===== src/rtl/up_down_counter_if.sv =====
// rtl/up_down_counter_if.sv - control and status bundle for up_down_counter
interface up_down_counter_if #(
  parameter int WIDTH = 4
);
  logic             en;
  logic             up_down;
  logic             load;
  logic [WIDTH-1:0] load_value;
  logic [WIDTH-1:0] count;
  logic             tc;

  modport master (
    output en, up_down, load, load_value,
    input  count, tc
  );

  modport slave (
    input  en, up_down, load, load_value,
    output count, tc
  );
endinterface


===== src/rtl/up_down_counter.sv =====
// rtl/up_down_counter.sv - up/down counter with load and registered wrap flag
// Define UP_DOWN_COUNTER_SATURATE_EN to saturate at the boundaries instead of wrapping.
module up_down_counter #(
  parameter int               WIDTH       = 4,
  parameter logic [WIDTH-1:0] RESET_VALUE = '0
) (
  input  logic               clk_i,
  input  logic               reset_i,
  up_down_counter_if.slave   bus
);

  localparam logic [WIDTH-1:0] ONE  = WIDTH'(1);
  localparam logic [WIDTH-1:0] ZERO = '0;
  localparam logic [WIDTH-1:0] MAX  = '1;

  logic [WIDTH-1:0] count_q, count_d;
  logic             tc_q, tc_d;

  always_comb begin
    count_d = count_q;
    tc_d    = 1'b0;
    if (bus.load) begin
      count_d = bus.load_value;
    end else if (bus.en) begin
      if (bus.up_down) begin
        if (count_q == MAX) begin
`ifdef UP_DOWN_COUNTER_SATURATE_EN
          count_d = MAX;
`else
          count_d = ZERO;
`endif
          tc_d = 1'b1;
        end else begin
          count_d = count_q + ONE;
        end
      end else begin
        if (count_q == ZERO) begin
`ifdef UP_DOWN_COUNTER_SATURATE_EN
          count_d = ZERO;
`else
          count_d = MAX;
`endif
          tc_d = 1'b1;
        end else begin
          count_d = count_q - ONE;
        end
      end
    end
  end

  // tc is registered so it lines up with count showing the boundary value
  always_ff @(posedge clk_i or negedge reset_i) begin
    if (!reset_i) begin
      count_q <= RESET_VALUE;
      tc_q    <= 1'b0;
    end else begin
      count_q <= count_d;
      tc_q    <= tc_d;
    end
  end

  assign bus.count = count_q;
  assign bus.tc    = tc_q;

endmodule


===== src/flat_wrapper.sv =====
// flat-port wrapper written by rule: the top's interface ports become plain ports
module up_down_counter_flat 
#(
  parameter int               WIDTH       = 4,
  parameter logic [WIDTH-1:0] RESET_VALUE = '0
)
  (clk_i, reset_i, bus_en, bus_up_down, bus_load, bus_load_value, bus_count, bus_tc);
  up_down_counter_if #(.WIDTH(WIDTH)) bus_i ();
  input  logic clk_i;
  input  logic reset_i;
  input wire logic [$bits(bus_i.en)-1:0] bus_en;
  input wire logic [$bits(bus_i.up_down)-1:0] bus_up_down;
  input wire logic [$bits(bus_i.load)-1:0] bus_load;
  input wire logic [$bits(bus_i.load_value)-1:0] bus_load_value;
  output wire logic [$bits(bus_i.count)-1:0] bus_count;
  output wire logic [$bits(bus_i.tc)-1:0] bus_tc;
  assign bus_i.en = bus_en;
  assign bus_i.up_down = bus_up_down;
  assign bus_i.load = bus_load;
  assign bus_i.load_value = bus_load_value;
  assign bus_count = bus_i.count;
  assign bus_tc = bus_i.tc;
  up_down_counter #(.WIDTH(WIDTH), .RESET_VALUE(RESET_VALUE)) u_core (.clk_i(clk_i), .reset_i(reset_i), .bus(bus_i));
endmodule

===== config.mk =====
export PLATFORM = sky130hd
export DESIGN_NAME = up_down_counter_flat
export DESIGN_NICKNAME = d
export VERILOG_FILES = /design/src/rtl/up_down_counter_if.sv /design/src/rtl/up_down_counter.sv /design/src/flat_wrapper.sv
export SDC_FILE = /design/constraint.sdc
export NUM_CORES = 1
export LEC_CHECK = 0
export CAP_MARGIN = 0
export CORE_AREA = 2 2 39 41
export DETAILED_ROUTE_END_ITERATION = 7
export DIE_AREA = 0 0 41 43
export PLACE_DENSITY = 0.53
export SETUP_SLACK_MARGIN = 0.3
export SYNTH_ARGS = -nofsm -noshare
export SYNTH_HDL_FRONTEND = slang
export SYNTH_SLANG_ARGS = --single-unit
export TNS_END_PERCENT = 1

===== constraint.sdc =====
create_clock -name clk_i -period 4 [get_ports clk_i]
set_clock_uncertainty 0.2 [all_clocks]
set_input_delay 0.4 -clock clk_i [delete_from_list [all_inputs] [get_ports clk_i]]
set_output_delay 0.4 -clock clk_i [all_outputs]
set_load 0.01 [all_outputs]

==> impl_metrics.toml, run 1 <==
[status]
outcome = "finished clean"

[clock_network]
postCtsSetupBuffers = 0
cts.sink_count = 5
insertion_delay_ps = 240
tritoncts = "built"
cts-root-buf = "clkbuf_4"
clockBufferDepth = 2
numCtsBuffers = 3
ctsHtreeMaxLevel = 1
ctsResizeCount = 0
cts_hold_buf = 0
clk_pin_slew_ps = 40

[grt]
grt_max_degree = 10
grt_overflow_total = 0
antenna_found_initial = 0
gr-usage-all-layers_pct = 10.5
grt_pass1_vias = 316
grt_pass1_wl_microns = 1220

[critical_path]
r2r-end = "u_core.bus.count[3]"
start_kind = "primary input"
reg2reg_slack_ps = 2170
required_ps = 3920
max_stage_delay_ps = 680
worstPathArrival_ps = 1840
crit_chain = "clkdlybuf4s50_1 > mux2_2 > nand2_1 > a21oi_1 > a211o_1"
cp_num_cells = 5
crit_family = "buffers and inverters"
worstSetupPathType = "primary input to flip-flop"
startpoint = "bus_load"
crit_fanout = 9
worst-path-buf-inv = 1
reg2regPathDepth = 6
cp_slowest_cell = "clkdlybuf4s50_1"
endpoint_kind = "flip-flop"
crit_path_end = "u_core.bus.count[3]"
reg2reg_from = "u_core.bus.count[0]"

[power_and_ir_drop]
ir_worst_vdd_v = 0.000118
p_total_w = 0.000193
power_leakage_nw = 0.228
power_density_nw_per_um2 = 356

[die]
placementRows = 14
coreArea_sq_um = 1380
die_h_microns = 43
die-area_sq_um = 1760
start_util_pct = 27.1
pin_count = 14
die_w_microns = 41

[timing]
rsz0062_at_grt = "no"
setup_tns_ps = 0
drv_slew = 0
max_freq_mhz = 521
tightest_slew_ps = 355
holdWs_ps = 186
period_needed_ps = 1920
setup_viol = 0
fin_ws_ps = 2080
max-slew-margin-rel_pct = 76.2
hold_viol_final = 0
period_share_pct = 48.0

[synth]
ys_types = 22
yosys-top-cells-area = "dfrtp_1, mux2_2, xnor2_1, ha_1, nand2_1"
synth.cell_area_sq_um = 375
yosysWarnings = 0
netlist_instances = 40
synth_seq_area_share_pct = 33.3
synth_seq_cells = 5
synth.top_cell.area_share_pct = 33.3
yosys.area.top_type = "dfrtp_1"
synth_nets = 51
avgSynthCellArea_sq_um = 9.38

[min_path]
hp-class = "primary input to asynchronous set/reset pin"

[route]
drt_pass1_iterations = 1
vias = 328
wirelength_microns = 767
drc = 0
drtAntennaViolNets = 0
drt-initial-drc-count = 0
vias_per_cell = 4.56
wl_per_cell_microns = 10.7

[final_layout]
drive_gt1_share_pct = 14.3
layout.nets = 68
area.growth.synth_to_final_pct = 44.0
diodes = 0

[placed_design]
place.gp.congestion = 0.673
io_buffers = 13
dpl_worst_slack_ps = 1820

[run]
cap_violations = 0
==> metal layers <==
layer  vias up  wire, microns  GRT usage (%)
met5         -              0              0
met4         0              0           10.0
met3         0             41           1.57
met2         8            383           13.8
met1       147            342           13.9
li1        173              -              -
==> power breakdown <==
part / internal (W) / leakage [nW] / switching (W)
Sequential: 0.0000575 / 0.0616 / 0.0000117
Clock: 0.0000377 / 0.0150 / 0.0000202
Combinational: 0.0000399 / 0.152 / 0.0000257
Total: 0.000135 / 0.228 / 0.0000575
==> worst reg2reg max path, cell delays in order (launching register included) <==
cell and delay (ps):
dfrtp_1 430, inv_1 130, ha_1 170, or4b_4 480, nor2b_4 140, o21ai_0 90
a211o_1 140
==> registers in the layout (all words and copies together) (netlist names) <==
name,cells
u_core.bus.tc,1
u_core.bus.count,4
==> cell type report <==
type / count / area, sq um
inverters: 3 / 11.3
fillers: 144 / 843
flip-flops and latches: 5 / 125
repair buffers: 13 / 130
clock buffers: 4 / 26.3
well taps: 16 / 20.0
multi-input cells: 31 / 228
==> cell families (layout without fill, tap and decap cells) <==
| kind of cell | after synthesis | count (layout) | share of synthesized area [%] |
|---|---|---|---|
| buf+inv | 4 | 20 | 6.00 |
| flops | 5 | 5 | 33.3 |
| simple gates | 13 | 13 | 22.0 |
| xor+xnor | 3 | 3 | 7.00 |
| fa+ha+maj | 2 | 2 | 6.67 |
| mux | 4 | 4 | 11.7 |
| compound gates | 9 | 9 | 13.3 |
==> Yosys cell counts, drive strengths merged <==
library cell / count
dfrtp: 5
nand2: 5
o21ai: 4
a21oi: 3
mux2: 3
xnor2: 3
ha: 2
inv: 2
a211o: 1
a31oi: 1
buf: 1
clkinv: 1
mux2i: 1
nand2b: 1
nand4: 1
nor2: 1
nor2b: 1
nor3: 1
nor3b: 1
or4: 1
or4b: 1
==> cell usage in the layout (no fill, tap or decap) <==
cell type / count
o21ai_0: 3
nor3b_1: 1
a21oi_1: 3
clkinv_1: 1
nor3_1: 1
nor2_1: 1
nand4_1: 1
mux2_2: 3
nor2b_4: 1
clkbuf_1: 1
clkdlybuf4s50_1: 13
nand2_1: 5
inv_1: 2
o21ai_1: 1
nand2b_1: 1
a211o_1: 1
clkbuf_4: 3
dfrtp_1: 5
ha_1: 2
xnor2_1: 3
a31oi_1: 1
mux2i_1: 1
or4_1: 1
or4b_4: 1
==> worst min path at each step <==
stage	depth (start not counted)	startpoint	slack [ps]	endpoint
finish	1	reset_i	190	u_core.bus.count[0]
global route	1	reset_i	190	u_core.bus.count[0]
CTS	1	reset_i	190	u_core.bus.count[0]
detailed placement	1	reset_i	450	u_core.bus.tc
global placement	1	reset_i	450	u_core.bus.count[0]
floorplan	0	reset_i	-100	u_core.bus.count[0]
==> stage by stage <==
stage,utilization [%],instance area (sq um),cells
6_report,39.1,541,72
5_1_grt,39.1,541,72
4_1_cts,39.1,541,72
3_5_place_dp,37.2,514,68
3_3_place_gp,37.2,514,68
2_1_floorplan,-,375,40
(Power assumes the default switching activity.)
==> run 2, diff against run 1 <==
- clock period: 4 -> 2 ns (I/O delays scaled with it)
==> run 2 against run 1 <==
Clock power grew 99%; global-route usage increased by 2.4 points; cell count increased by 11%; total power grew 120%; combinational power increased to 2.5 times the previous value; clock-buffer cell count stayed put; first-iteration DRC count increased by 4; utilization is 6.1 points higher; setup slack lost 1800 ps; non-clock buffer count increased by 8; critical path type is now flip-flop to flip-flop; highest routed layer is now met4.
==> impl_metrics.toml, run 2 (synthesis results as in run 1) <==
[grt]
grt_max_degree = 9
grt_pass1_wl_microns = 1460
antenna_found_initial = 0
grt_pass1_vias = 321
gr-usage-all-layers_pct = 12.9
grt_overflow_total = 0

[final_layout]
area.growth.synth_to_final_pct = 66.3
final_area_sq_um = 624
most-common-layout-cells = "clkdlybuf4s50_1, buf_4, nand2_1"
drive_gt1_share_pct = 31.3
diodes = 0
nFillCells = 149
mostFrequentLayoutCell = "clkdlybuf4s50_1"
layout.nets = 76
largest_reg_flops = 4

[power_and_ir_drop]
power_density_nw_per_um2 = 668
power_leakage_nw = 0.277
ir_worst_vdd_v = 0.000313

[critical_path]
r2r-end = "u_core.bus.count[3]"
reg2regPathDepth = 6
reg2reg_from = "u_core.bus.count[0]"
crit_chain = "inv_4 > ha_4 > or4b_4 > nor2b_4 > o21ai_1 > a211o_1"
required_ps = 1980
crit_fanout = 4
crit_path_end = "u_core.bus.count[3]"
max_stage_delay_ps = 460
endpoint_kind = "flip-flop"
reg2reg_slack_ps = 300
crit_family = "simple AND/OR/NAND/NOR gates"
worstPathArrival_ps = 1680
cp_slowest_cell = "or4b_4"
worstSetupPathType = "flip-flop to flip-flop"
start_kind = "flip-flop"
worst-path-buf-inv = 1
cp_num_cells = 6
startpoint = "u_core.bus.count[0]"

[clock_network]
insertion_delay_ps = 240
tritoncts = "built"
ctsHtreeMaxLevel = 1
cts-root-buf = "clkbuf_4"
clk_pin_slew_ps = 40
cts.sink_count = 5
clockBufferDepth = 2
numCtsBuffers = 3

[min_path]
hp-class = "primary input to flip-flop"

[die]
coreArea_sq_um = 1380
die-area_sq_um = 1760
placementRows = 14
start_util_pct = 27.1
pin_count = 14
die_h_microns = 43
die_w_microns = 41

[route]
wl_per_cell_microns = 11.1
drt_pass1_iterations = 4
drc = 0
wirelength_microns = 890
drt-initial-drc-count = 4
vias = 354
vias_per_cell = 4.43
drtAntennaViolNets = 0

[timing]
max-slew-margin-rel_pct = 84.5
setup_viol = 0
tightest_slew_ps = 232
max_freq_mhz = 588
rsz0062_at_grt = "yes"
drv_slew = 0
hold_viol_final = 0
period_needed_ps = 1700
setup_tns_ps = 0
period_share_pct = 85.0
fin_ws_ps = 300

[placed_design]
dp_hpwl_microns = 608
place.gp.congestion = 0.708
io_buffers = 13
dpl_worst_slack_ps = 208
post_dp_cell_area_sq_um = 539

[run]
cap_violations = 0

[status]
outcome = "finished clean"
-- run 2: worst reg2reg max path: cells and delay by family (launching register included) --
kind / cells / cell delay, ps
compound gates: 2 / 190
fa+ha+maj: 1 / 130
buf+inv: 1 / 80
flops: 1 / 430
simple gates: 2 / 600
-- run 2: report_power, final --
part / internal [W] / total (W) / switching (W)
combinational: 0.000102 / 0.000164 / 0.0000621
sequential: 0.000116 / 0.000138 / 0.0000223
clock: 0.0000753 / 0.000115 / 0.0000396
-- run 2: area by class of cell --
cell class,instances,area (sq um),share of cell area [%]
clock buffer,4,26.3,4.21
inverter,3,15.0,2.40
multi-input combinational,31,240,38.5
sequential,5,128,20.4
tap,16,20.0,3.21
timing repair buffer,21,195,31.3
-- run 2: repair_timing --
action / in CTS / in global routing
hold buffers: 1 / 0
endpoints found under the setup margin: 2 / 6
hold endpoints to repair: 5 / 0
gates cloned: 0 / 0
setup buffers: 4 / 0
pin swaps: 1 / 0
gates resized for setup: 4 / 2
-- run 2: how the worst min path moves through the flow --
stage,start,endpoint,slack [ps],cells past startpoint
detailed placement,reset_i,u_core.bus.count[3],250,1
global route,bus_load_value[0],u_core.bus.count[0],300,3
global placement,reset_i,u_core.bus.count[3],250,1
CTS,bus_load_value[0],u_core.bus.count[0],300,3
floorplan,reset_i,u_core.bus.count[0],-300,0
finish,bus_load_value[0],u_core.bus.count[0],310,3
-- run 2: layer usage --
metal	vias to the layer above	global-route usage [%]	wire, microns
met2	11	17.2	431
met1	151	18.0	389
met3	3	3.14	45
met4	0	8.00	24
met5	-	0	0
li1	189	-	-
-- run 2: through the flow --
step / utilization [%] / total power (W) / std cells / hold slack (ps)
6_report: 45.1 / 0.000417 / 80 / 310
5_1_grt: 45.1 / 0.000454 / 80 / 304
4_1_cts: 44.8 / 0.000422 / 80 / 299
3_5_place_dp: 39.0 / 0.000277 / 71 / 246
3_3_place_gp: 39.0 / 0.000280 / 71 / 247
2_1_floorplan: - / 0.000213 / 40 / -296
==> run 3, diff against run 2 <==
- CAP_MARGIN: 0 -> 5
==> results of run 3 <==
No change in the layout: final DEF, timing and power equal those of run 2.
